==> config.mk <==
export PLATFORM = sky130hd
export DESIGN_NAME = shape_menu_fsm
export DESIGN_NICKNAME = d
export VERILOG_FILES = /design/src/rtl/shape_menu_fsm.sv
export SDC_FILE = /design/constraint.sdc
export NUM_CORES = 1
export LEC_CHECK = 0
export ABC_AREA = 1
export BUFFER_PORTS_ARGS = -buffer_cell sky130_fd_sc_hd__buf_2
export CAP_MARGIN = 20
export CORE_UTILIZATION = 55
export DETAILED_ROUTE_END_ITERATION = 8
export GPL_TIMING_DRIVEN = 0
export PLACE_DENSITY = 0.83
export SLEW_MARGIN = 20
export SYNTH_ARGS = -nofsm -noshare
export SYNTH_HDL_FRONTEND = slang
export SYNTH_SLANG_ARGS = --single-unit
==> constraint.sdc <==
create_clock -name clk -period 4.64 [get_ports clk]
set_input_delay 0.464 -clock clk [delete_from_list [all_inputs] [get_ports clk]]
set_output_delay 0.464 -clock clk [all_outputs]
set_load 0.01 [all_outputs]
==> src/rtl/shape_menu_fsm.sv <==
`default_nettype none
// ============================================================================
// Module   : shape_menu_fsm
// Brief    : Cursor navigation over a 3x3 figure grid with one-hot figure
//            select lines and a full-screen toggle. Button presses are
//            rising-edge detected; all outputs are registered.
// Options  : MENU_AUTOREPEAT_EN - hold-to-repeat for direction buttons
// Revision : 1.0 - initial release
// ============================================================================
module shape_menu_fsm #(
  parameter int WRAP         = 1,
  parameter int REPEAT_DELAY = 25000000,
  parameter int REPEAT_RATE  = 5000000
) (
  input  logic       clk,
  input  logic       rst,
  input  logic       up,
  input  logic       down,
  input  logic       left,
  input  logic       right,
  input  logic       select,
  output logic       circle_select,
  output logic       square_select,
  output logic       triangle_select,
  output logic       oval_select,
  output logic       rectangle_select,
  output logic       diamond_select,
  output logic       hexagon_select,
  output logic       pentagon_select,
  output logic       star_select,
  output logic       full_screen,
  output logic [3:0] cursor_idx
);

  typedef enum logic [0:0] {
    BROWSE = 1'b0,
    FULL   = 1'b1
  } state_t;

  state_t     state_q, state_d;
  logic [1:0] row_q, row_d;
  logic [1:0] col_q, col_d;
  logic [4:0] prev_q;
  logic       armed_q;
  logic [8:0] sel_q, sel_d;
  logic       full_q;
  logic [3:0] idx_q, idx_d;

  // Button vector ordering: {select, up, down, left, right}
  logic [4:0] lvl;
  logic [4:0] press;
  logic       rep_fire;
  logic       step_up, step_down, step_left, step_right;

  assign lvl = {select, up, down, left, right};
  // armed_q is low for the first cycle after reset so a button held through
  // reset release only loads prev and never registers as a press.
  assign press = lvl & ~prev_q & {5{armed_q}};

  function automatic logic [1:0] dec2(input logic [1:0] v);
    if (v == 2'd0) return (WRAP != 0) ? 2'd2 : 2'd0;
    return v - 2'd1;
  endfunction

  function automatic logic [1:0] inc2(input logic [1:0] v);
    if (v >= 2'd2) return (WRAP != 0) ? 2'd0 : 2'd2;
    return v + 2'd1;
  endfunction

`ifdef MENU_AUTOREPEAT_EN
  logic [25:0] hold_q, hold_d;
  logic        rep_q, rep_d;
  logic        dir_alone;

  assign dir_alone = (state_q == BROWSE) && !select && $onehot(lvl[3:0]);

  // Hold counter: starts on a lone direction press, fires a step after the
  // initial delay and then at the repeat rate; anything else clears it.
  always_comb begin
    hold_d   = '0;
    rep_d    = 1'b0;
    rep_fire = 1'b0;
    if (armed_q && dir_alone) begin
      if (|press[3:0]) begin
        hold_d = 26'd1;
      end else if (hold_q != '0) begin
        if ((!rep_q && hold_q == 26'(REPEAT_DELAY)) ||
            ( rep_q && hold_q == 26'(REPEAT_RATE))) begin
          rep_fire = 1'b1;
          hold_d   = 26'd1;
          rep_d    = 1'b1;
        end else begin
          hold_d = hold_q + 26'd1;
          rep_d  = rep_q;
        end
      end
    end
  end

  // Hold counter registers
  always_ff @(posedge clk) begin
    if (rst) begin
      hold_q <= '0;
      rep_q  <= 1'b0;
    end else begin
      hold_q <= hold_d;
      rep_q  <= rep_d;
    end
  end
`else
  logic cfg_unused;
  assign cfg_unused = ^{32'(REPEAT_DELAY), 32'(REPEAT_RATE)};
  assign rep_fire   = 1'b0;
`endif

  // A repeat step only ever applies to the single direction being held.
  assign step_up    = press[3] | (rep_fire & up);
  assign step_down  = press[2] | (rep_fire & down);
  assign step_left  = press[1] | (rep_fire & left);
  assign step_right = press[0] | (rep_fire & right);

  // Next state, cursor movement with select > up > down > left > right
  always_comb begin
    state_d = state_q;
    row_d   = row_q;
    col_d   = col_q;
    case (state_q)
      BROWSE: begin
        if (press[4])        state_d = FULL;
        else if (step_up)    row_d   = dec2(row_q);
        else if (step_down)  row_d   = inc2(row_q);
        else if (step_left)  col_d   = dec2(col_q);
        else if (step_right) col_d   = inc2(col_q);
      end
      FULL: begin
        if (press[4]) state_d = BROWSE;
      end
      default: state_d = BROWSE;
    endcase
    idx_d = {1'b0, row_d, 1'b0} + {2'b00, row_d} + {2'b00, col_d};
    sel_d = 9'd1 << idx_d;
  end

  // State, cursor, edge history and registered outputs
  always_ff @(posedge clk) begin
    if (rst) begin
      state_q <= BROWSE;
      row_q   <= 2'd0;
      col_q   <= 2'd0;
      prev_q  <= 5'd0;
      armed_q <= 1'b0;
      sel_q   <= 9'd1;
      full_q  <= 1'b0;
      idx_q   <= 4'd0;
    end else begin
      state_q <= state_d;
      row_q   <= row_d;
      col_q   <= col_d;
      prev_q  <= lvl;
      armed_q <= 1'b1;
      sel_q   <= sel_d;
      full_q  <= (state_d == FULL);
      idx_q   <= idx_d;
    end
  end

  assign circle_select    = sel_q[0];
  assign square_select    = sel_q[1];
  assign triangle_select  = sel_q[2];
  assign oval_select      = sel_q[3];
  assign rectangle_select = sel_q[4];
  assign diamond_select   = sel_q[5];
  assign hexagon_select   = sel_q[6];
  assign pentagon_select  = sel_q[7];
  assign star_select      = sel_q[8];
  assign full_screen      = full_q;
  assign cursor_idx       = idx_q;

endmodule
`default_nettype wire

==> flow_summary_export.csv <==
group,metric,value,unit
run_status,outcome,"complete, no violations",
finish,final_area,1210,um^2
route,drt_iter0_drc,3,
grt,grtUsageTotal,20.9,%
logic_synthesis,yosys.area.top_type_share,45.9,%
floorplan,initial_core_util,59.9,%
grt,grt_pass1_vias,771,
place,pre_cts_ws,1.75,ns
power_and_ir_drop,seqPwrFrac,50.4,%
route,drt_pass1_iterations,4,
setup_path,cp.required,4.90,ns
logic_synthesis,postSynthAreaPerCell,8.30,um^2
place,dp_hpwl,1.46,mm
grt,use_met3,4.76,%
power_and_ir_drop,p_sw_share,31.6,%
logic_synthesis,yosys_register_bits,24,
setup_path,cp-end-kind,"flip-flop",
logic_synthesis,postSynth.asyncResetShare,0,%
route,wl_per_cell,10.5,um
route,vias,824,
finish,drive_gt1_share,21.3,%
logic_synthesis,synthXorXnorAreaFrac,0,%
route,drc,0,
logic_synthesis,yosysUniqueCellTypes,20,
clock_tree,cts.path.max_buffers,2,
logic_synthesis,yosysTopAreaCell,"dfxtp_1",
floorplan,io_pins,21,
timing,drv_slew,0,
grt,use_met1,24.3,%
place,place_area,1180,um^2
timing,hold_violations,0,
setup_path,path_max_fanout,4,
grt,grt_first_pass_wirelength,2.99,mm
logic_synthesis,synth_top_family_by_area,"simple AND/OR/NAND/NOR gates",
floorplan,core,1750,um^2
timing,slew_headroom,68.6,%
power_and_ir_drop,power_density,387,nW/um^2
finish,nets,168,
clock_tree,clock-root-buffer,"clkbuf_4",
grt,grt_max_degree,14,
logic_synthesis,synthTopCellsByArea,"dfxtp_1 (46%), ha_1 (9.6%), inv_1 (8.6%), nand2_1 (6.8%), nand3_1 (4.8%)",
timing,fmax,0.346,GHz
logic_synthesis,synth-main-ff-cell,"dfxtp_1",
clock_tree,cts_sinks,24,
floorplan,die_w,45.6,um
route,wirelength,1.84,mm
timing,rsz0062_at_grt,"false",
logic_synthesis,synth-simple-area-share,26.9,%
route,final_antenna_net_count,0,
route,vias_per_cell,4.71,
logic_synthesis,synthesis.nets,143,
logic_synthesis,synth_compound_area_share,3.35,%
hold_path,hp-class,"in2reg",
power_and_ir_drop,leakagePower,0.000623,uW
clock_tree,clkLatencyLatePin,0.32,ns
grt,top_usage_layer,"met2",
clock_tree,cts_tree,"built",
clock_tree,post_cts_resized,0,
logic_synthesis,synth-edff-count,0,
floorplan,rows,15,
clock_tree,clk_pin_slew,0.13,ns
timing,period_share,62.3,%
finish,layout_common_cells,"inv_1 (24), dfxtp_1 (24), buf_2 (20), nand2_1 (19), nor2_1 (13)",
grt,gr-total-overflow,0,
clock_tree,cts.hold.buffers_added,0,
setup_path,cp_data_arrival_time,3.15,ns
setup_path,crit_type,"reg2reg",
finish,area_delta_synth_final,16.0,%
timing,fin_setup_tns,0,ns
timing,hold-worst-slack,0.341,ns
power_and_ir_drop,peakVddDrop,0.298,mV
grt,met2_usage,35.4,%
flow_run,maxCapViolCount,0,
logic_synthesis,synth_cells,126,
grt,antenna_found_initial,0,
power_and_ir_drop,p_int,321,uW
floorplan,dieArea,2080,um^2
timing,finalCriticalPeriod,2.89,ns
power_and_ir_drop,power,469,uW
power_and_ir_drop,combinationalPowerShare,25.8,%
logic_synthesis,synthMuxAreaShare,0,%
setup_path,crit_path_start_kind,"flip-flop",
clock_tree,cts_buffers,3,
timing,worst-slew-pin-transition,0.472,ns
timing,setup_violations,0,
power_and_ir_drop,p_sw,148,uW
floorplan,die_h,45.6,um
clock_tree,cts_setup_buffers,0,
timing,finClkSkew,0.00760,ns
timing,fin_ws,1.75,ns
logic_synthesis,yosysSeqAreaShare,45.9,%
finish,fillCellCount,168,
place,io_buffers,20,
logic_synthesis,synthAdderAreaFrac,13.4,%
logic_synthesis,synth_warnings,0,
power_and_ir_drop,clock_power_share,23.8,%
finish,antenna_cells,0,
logic_synthesis,synth_area,1050,um^2
clock_tree,htreeDepth,1,
place,gp_congestion,0.775,
## cell families (layout without fill, tap and decap cells)
logic type / after synthesis / after routing
flip-flops: 24 / 24
AO/OA/AOI/OAI: 7 / 7
AND/OR/NAND/NOR: 58 / 58
adder cells (fa/ha/maj): 10 / 10
buffers and inverters: 27 / 51
## final cells by class
cell class	count	area (um^2)	share of cell area (%)
well taps	25	31.3	2.58
repair buffers	20	100	8.25
clock buffers	4	36.3	2.99
plain buffers	2	15.0	1.24
flip-flops and latches	24	480	39.6
multi-input cells	75	457	37.6
inverters	25	93.8	7.73
## routing by layer
metal | vias to the layer above | routed length, um
met4 | 0 | 43
met1 | 364 | 777
met2 | 17 | 937
met5 | - | 0
met3 | 6 | 77
li1 | 437 | -
## critical path, stage by stage, from the launching register on
cell     delay, ns
dfxtp_1       0.37
inv_1         0.07
ha_1          0.29
or2_0         0.23
nand3_1       0.10
nand2_2       0.09
inv_1         0.08
fa_1          0.42
ha_1          0.21
inv_1         0.07
fa_1          0.47
nor2_1        0.17
nand2_1       0.12
nor3_1        0.16
## path summary, 6_finish.rpt
| check | startpoint | depth (start not counted) | slack, ns | endpoint |
|---|---|---|---|---|
| max | row_q[0] | 13 | 1.75 | sel_q[5] |
| min | left | 3 | 0.34 | prev_q[1] |
| min reg2reg | row_q[0] | 2 | 0.52 | row_q[0] |
| max reg2reg | row_q[0] | 13 | 1.75 | sel_q[5] |
## flip-flops by register name, summed over array words and instances (netlist names)
signal and cells:
cursor_idx 4, sel_q 9, col_q 2, prev_q 5, armed_q 1, full_screen 1
row_q 2
## stage by stage
| step | util, % | std cells |
|---|---|---|
| after floorplan | - | 126 |
| after global placement | 67.5 | 171 |
| after detailed placement | 67.5 | 171 |
| after CTS | 69.5 | 175 |
| after global routing | 69.5 | 175 |
| final | 69.5 | 175 |
## power by group through the flow
stage / clock (uW) / sequential (uW) / combinational (uW)
2_1_floorplan: 0 / 249 / 73.3
3_3_place_gp: 0 / 240 / 115
3_5_place_dp: 0 / 241 / 122
4_1_cts: 115 / 237 / 122
5_1_grt: 121 / 239 / 139
6_report: 112 / 237 / 121
## synth_stat cells, types with 2 or more instances
| master | instances |
|---|---|
| inv_1 | 24 |
| nor2_2 | 2 |
| nand2_2 | 2 |
| dfxtp_1 | 24 |
| nand4_1 | 2 |
| ha_1 | 8 |
| a21oi_1 | 3 |
| fa_1 | 2 |
| nand2_1 | 19 |
| o21ai_0 | 4 |
| nor3_1 | 6 |
| nor2_1 | 13 |
| nand3_1 | 10 |
(Power assumes the default switching activity.)
